### config.mk
export PLATFORM = sky130hd
export DESIGN_NAME = np_dispatch
export DESIGN_NICKNAME = d
export VERILOG_FILES = /design/src/rtl/np_pkg.sv /design/src/rtl/np_rr_arbiter.sv /design/src/rtl/np_dispatch.sv
export SDC_FILE = /design/constraint.sdc
export NUM_CORES = 1
export LEC_CHECK = 0
export BUFFER_PORTS_ARGS = -buffer_cell sky130_fd_sc_hd__buf_2
export CORE_MARGIN = 4
export CORE_UTILIZATION = 49
export CTS_CLUSTER_SIZE = 20
export DETAILED_ROUTE_END_ITERATION = 10
export PLACE_DENSITY = 0.92
export SLEW_MARGIN = 30
export SYNTH_ARGS = -nofsm -noshare
export SYNTH_HDL_FRONTEND = slang
export SYNTH_SLANG_ARGS = --single-unit
export TNS_END_PERCENT = 50
### constraint.sdc
create_clock -name clk -period 2.65 [get_ports clk]
set_input_delay 0.265 -clock clk [delete_from_list [all_inputs] [get_ports clk]]
set_output_delay 0.265 -clock clk [all_outputs]
set_load 0.01 [all_outputs]
### src/rtl/np_pkg.sv
// np_pkg: shared stream constants and state encoding
// for the multicore ingress dispatcher.
package np_pkg;

    localparam int NP_DATA_WIDTH = 64;
    localparam int NP_CTRL_WIDTH = 8;

    localparam logic [7:0] CTRL_MODULE_HDR = 8'hFF;
    localparam logic [7:0] CTRL_PAYLOAD    = 8'h00;

    typedef enum logic {
        IDLE = 1'b0,
        XFER = 1'b1
    } state_t;

endpackage

### src/rtl/np_rr_arbiter.sv
// np_rr_arbiter: combinational round-robin pick, searching
// upward from last+1 modulo N.
module np_rr_arbiter
    import np_pkg::*;
#(
    parameter int N = 4
) (
    input  logic [N-1:0] req,
    input  logic [2:0]   last,
    input  logic         grant_en,
    output logic [2:0]   gnt_idx,
    output logic         gnt_valid
);

    logic [7:0] req_w;
    logic [3:0] cand;

    always_comb begin
        req_w     = 8'(req);
        cand      = '0;
        gnt_idx   = '0;
        gnt_valid = 1'b0;
        for (int i = 1; i <= N; i++) begin
            cand = {1'b0, last} + 4'(i);
            if (cand >= 4'(N)) begin
                cand = cand - 4'(N);
            end
            if (grant_en && !gnt_valid && req_w[cand[2:0]]) begin
                gnt_valid = 1'b1;
                gnt_idx   = cand[2:0];
            end
        end
    end

endmodule

### src/rtl/np_dispatch.sv
// np_dispatch: forwards each whole packet of one stream to a
// single core, chosen round-robin among enabled, ready cores.
module np_dispatch
    import np_pkg::*;
#(
    parameter int NUM_CORES  = 4,
    parameter int DATA_WIDTH = NP_DATA_WIDTH,
    parameter int CTRL_WIDTH = NP_CTRL_WIDTH
) (
    input  logic                  clk,
    input  logic                  reset,
    input  logic [DATA_WIDTH-1:0] in_data,
    input  logic [CTRL_WIDTH-1:0] in_ctrl,
    input  logic                  in_wr,
    output logic                  in_rdy,
    output logic [DATA_WIDTH-1:0] out_data,
    output logic [CTRL_WIDTH-1:0] out_ctrl,
    output logic [NUM_CORES-1:0]  out_wr,
    input  logic [NUM_CORES-1:0]  core_rdy,
    input  logic [NUM_CORES-1:0]  core_en,
    output logic [2:0]            cur_core,
    output logic                  busy,
    output logic [31:0]           pkt_count,
    output logic                  proto_err
);

    localparam logic [NUM_CORES-1:0] ONE = NUM_CORES'(1);

    state_t     state;
    state_t     state_nx;
    logic [2:0] last_grant;
    logic       seen_payload;
    logic [7:0] rdy_w;
    logic       accept;
    logic       is_pay;
    logic       is_hdr;
    logic       eop;
    logic [2:0] gnt_idx;
    logic       gnt_valid;

    np_rr_arbiter #(
        .N(NUM_CORES)
    ) u_arb (
        .req      (core_en & core_rdy),
        .last     (last_grant),
        .grant_en (state == IDLE),
        .gnt_idx  (gnt_idx),
        .gnt_valid(gnt_valid)
    );

    assign rdy_w  = 8'(core_rdy);
    assign in_rdy = (state == XFER) && rdy_w[cur_core];
    assign accept = in_wr && in_rdy;
    assign is_pay = (in_ctrl == CTRL_WIDTH'(CTRL_PAYLOAD));
    assign is_hdr = (in_ctrl == CTRL_WIDTH'(CTRL_MODULE_HDR));
    // a marker ctrl only ends the packet once payload has been seen
    assign eop    = accept && !is_pay && !is_hdr && seen_payload;

    always_ff @(posedge clk or negedge reset) begin
        if (!reset) begin
            state <= IDLE;
        end else begin
            state <= state_nx;
        end
    end

    always_comb begin
        state_nx = state;
        unique case (state)
            IDLE: begin
                if (gnt_valid) begin
                    state_nx = XFER;
                end
            end
            XFER: begin
                if (eop) begin
                    state_nx = IDLE;
                end
            end
            default: state_nx = IDLE;
        endcase
    end

    always_ff @(posedge clk or negedge reset) begin
        if (!reset) begin
            out_data     <= '0;
            out_ctrl     <= '0;
            out_wr       <= '0;
            cur_core     <= '0;
            busy         <= 1'b0;
            pkt_count    <= '0;
            proto_err    <= 1'b0;
            seen_payload <= 1'b0;
            last_grant   <= 3'(NUM_CORES - 1);
        end else begin
            out_wr <= accept ? (ONE << cur_core) : '0;
            if (accept) begin
                out_data <= in_data;
                out_ctrl <= in_ctrl;
                if (is_pay) begin
                    seen_payload <= 1'b1;
                end
            end
            if (state == IDLE && gnt_valid) begin
                cur_core     <= gnt_idx;
                busy         <= 1'b1;
                seen_payload <= 1'b0;
            end
            if (eop) begin
                last_grant <= cur_core;
                pkt_count  <= pkt_count + 32'd1;
                busy       <= 1'b0;
            end
            if (in_wr && !in_rdy) begin
                proto_err <= 1'b1;
            end
        end
    end

endmodule

==> metrics.md <==
| Metric | Value |
|---|---|
| Placed insts | roughly 860 |
| Core Area | roughly 10,000 sq um |
| Grt ovf | 0 |
| Antenna violations before repair | 0 |
| Slew HR | 0.5515 |
| Worst setup margin | 224.5 ps |
| Syn_nets | about 630 |
| Root Buffer | clkbuf_8 |
| EDFF count, synth | 0 |
| WP buf/inv | 2 |
| Largest net degree at the start of global routing | 75 |
| Minimum clock period | 2426 ps |
| I/O Buffers | between 150 and 200 |
| DR top layer | met4 |
| TritonCTS clock tree | done |
| Avg Synthesized Cell Area | between 9 and 10 sq um |
| Final setup vio count | 0 |
| Syn-to-layout area delta | 50.13% |
| Die X | between 100 and 150 um |
| Fin. Hold Viols | 0 |
| Fillers | approximately 650 |
| Via Count | a little over 5,000 |
| WL/cell | 16.57 um |
| CTS sink cnt | ~120 |
| Final nets | roughly 910 |
| Detailed Routing Iterations Pass 1 | 5 |
| Wire length on met1 | about 6000 um |
| Share of layout cells above drive strength 1 | 0.2981 |
| Logic pwr share | 0.322 |
| F_max | slightly above 0.4 GHz |
| Main combinational cell family by area after synthesis | simple AND/OR/NAND/NOR gates |
| Cell Pwr Density | between 1000 and 1500 nW/um^2 |
| Total negative slack | 0 ps |
| Main synth FF type | dfrtp_1 |
| Max-slew violations | 0 |
| Row count | 37 |
| Final hold slack | 60.04 ps |
| Yosys top cell area share | 0.5668 |
| Die Y-Extent | between 100 and 150 um |
| Flop pwr share | 0.354 |
| Final GP Congestion | between 0.9 and 1 |
| MaxCap Viol Count | 0 |
| H-tree levels | 4 |
| Simple-gate portion of the synthesized area | 0.2883 |
| RSZ-0062 raised after global routing | false |
| Final antenna-violating net count | 0 |
| YS warnings | 0 |
| WL met3 | roughly 1100 um |
| Mux contribution to synthesized area | 0.01759 |
| Die area | 12,150 sq um |
| Tightest Pin Transition | 672.7 ps |
| Max FO, Critical Path | 7 |
| Design Area, Final | ~7700 sq um |
| Worst VDD drop | 0.5660 mV |
| Drt drc | 0 |
| Fraction of registers with async set/reset | 1.000 |
| Synth area leader | dfrtp_1 |
| Inserted Diodes | 0 |
| Num CTS Buffers | 17 |
| Syn Inst Count | around 540 |
| Non-filler instance count after layout | approximately 970 |
| IO Count | 197 |
| Total global-route track usage | 0.2705 |
| CTS Buffer Depth | 2 |
| Initial Util | 0.5006 |
| Post-Route Skew | ~23 ps |
| Pre-CTS setup slack | around 240 ps |
| First-pass GRT wire length | 25,170 um |
| CP Class | reg -> reg |
| Seq/Total Area, Yosys | 0.5771 |
| Vias in the first global route | ~5,300 |
| Synthesized flop and latch total | approximately 120 |
| CP cell instances | inv_1 -> ha_1 -> inv_1 -> mux4_2 -> a221o_1 -> nand4_1 -> o221ai_1 |
| Ranking of synthesized cells by area | dfrtp_1 57%, nand2_1 18%, xnor2_1 4.3% |
| Leakage | roughly 4.1 nW |
| Vias/cell | around 5.2 |
| Critical path data arrival time | 2770 ps |
| Status | finished, final reports clean |
| Drt initial violations | 289 |
| Worst EP required | ~3000 ps |
| Pint | 5.051 mW |
| Clock latency on the worst-skew pair | 510 ps |
| Synth Area in Compound Gates | 0.03078 |
| Fin crit share | 0.9153 |
| Startpoint types | flop |
| Post-synthesis adder-cell area fraction | 0.007330 |
| Setup crit end kind | flop |
| Sw frac | 0.3508 |
| Hold Path Class | in -> reg |
| Final WL | between 15,000 and 20,000 um |
| Switch Pwr | between 2 and 3 mW |
| CP top delay family | flip-flops |
| Post-detail-place hpwl | 9667 um |
| Clock power share | 0.324 |
| Worst path max stage delay | around 580 ps |
| Mapped Area | 5121 sq um |
| Slowest cell on crit path | dfstp_2 |
| # resized after CTS | 0 |
| Library cells used by synthesis | 43 |
| XOR/XNOR Fraction of Synth Area | 0.05302 |
| Most used cell, CP | inv_1 |
| Clk slew on worst S/H paths | about 60 ps |
| WL met2 | approximately 8400 um |
| Dpl cell area | ~6300 sq um |
logic make-up after synthesis:
group,count (synthesis)
AOI/OAI and AO/OA,22
xor gates and xnor gates,31
adders and majority gates,3
buffers and inverters,30
DFF,118
muxes,4
and+or+nand+nor,335
Yosys cell counts (all sizes together) (2+ instances only):
cell / number
a211o: 2
a21o: 3
a21oi: 2
a31oi: 2
and2: 8
and3: 11
and4: 4
buf: 15
clkbuf: 6
dfrtp: 116
dfstp: 2
ha: 3
inv: 9
mux4: 4
nand2: 244
nand3: 23
nand3b: 2
nand4: 14
nor2: 7
nor2b: 3
nor3: 8
nor4: 4
o21ai: 5
or2: 2
xnor2: 25
xor2: 6
flip-flops by register name (all words and copies together) (netlist names):
signal and cells:
last_grant 3, proto_err 1, busy 1, out_wr 4
cur_core 3, out_ctrl 8, out_data 64, pkt_count 32
seen_payload 1, state 1
area by class of cell:
type | count | area (sq um) | share of cell area
Clock buffer | 19 | 441.7 | 0.05745
Clock inverter | 13 | 219.0 | 0.02848
Inverter | 9 | 33.78 | 0.004394
Multi-Input combinational cell | 395 | 2034 | 0.2646
Sequential cell | 118 | 2955 | 0.3844
Tap cell | 136 | 170.2 | 0.02213
Timing Repair Buffer | 278 | 1834 | 0.2386
final timing paths:
path | from | end | slack (ps) | depth (start not counted)
worst max-delay path | last_grant[1] | cur_core[1] | 220 | 7
worst min-delay path | core_rdy[3] | out_wr[3] | 60 | 3
worst max register to register | last_grant[1] | cur_core[1] | 220 | 7
worst min register to register | proto_err | proto_err | 460 | 1
max in group asynchronous | reset | out_ctrl[2] | 1630 | 3
min in group asynchronous | reset | pkt_count[16] | 350 | 2
cell usage in the layout (no fill, tap or decap), types with 4 or more instances in the layout:
cell           synthesis  layout
and2_1                 8       7
and3_1                11      11
and4_1                 4       4
buf_12                 0       4
buf_2                 10     195
buf_4                  0       5
bufinv_16              0       5
clkbuf_16              0      16
clkinv_4               0       5
dfrtp_1              116     116
dlygate4sd3_1          0      74
inv_1                  9       9
mux4_2                 4       4
nand2_1              243     243
nand3_1               23      23
nand4_1               14      14
nor2_1                 7       7
nor3_1                 8       8
o21ai_0                5       5
xnor2_1               25      25
xor2_1                 6       6
stage by stage:
| step | utilization | power, mW |
|---|---|---|
| floorplan | - | 4.058 |
| global placement | 0.6145 | 4.986 |
| detailed placement | 0.6145 | 5.102 |
| CTS | 0.7515 | 7.723 |
| global route | 0.7515 | 8.246 |
| finish | 0.7515 | 7.781 |
per-layer routing:
layer  track usage  vias to the layer above
met5             0                        -
met4        0.1398                        0
met3       0.06290                       52
met2        0.4879                      242
met1        0.2951                     2457
li1              -                     2328
power by group through the flow:
stage / registers [mW] / logic [mW] / clock network [mW]
after detailed placement: 2.73 / 2.37 / 0
final: 2.75 / 2.51 / 2.52
after floorplan: 3.01 / 1.05 / 0
after CTS: 2.72 / 2.45 / 2.56
after global placement: 2.71 / 2.28 / 0
after global routing: 2.82 / 2.76 / 2.67
worst register-to-register path, cell delays in order, from the launching register on:
cell      delay [ps]
dfstp_2          580
inv_1            100
ha_1             330
inv_1            120
mux4_2           350
a221o_1          420
nand4_1          230
o221ai_1         150
repair_timing:
item                      in CTS  in global routing
hold buffers                  74                  0
hold endpoints to repair     120                  0
setup buffers                  0                  0
No activity file was read; power rests on OpenSTA's default activity.
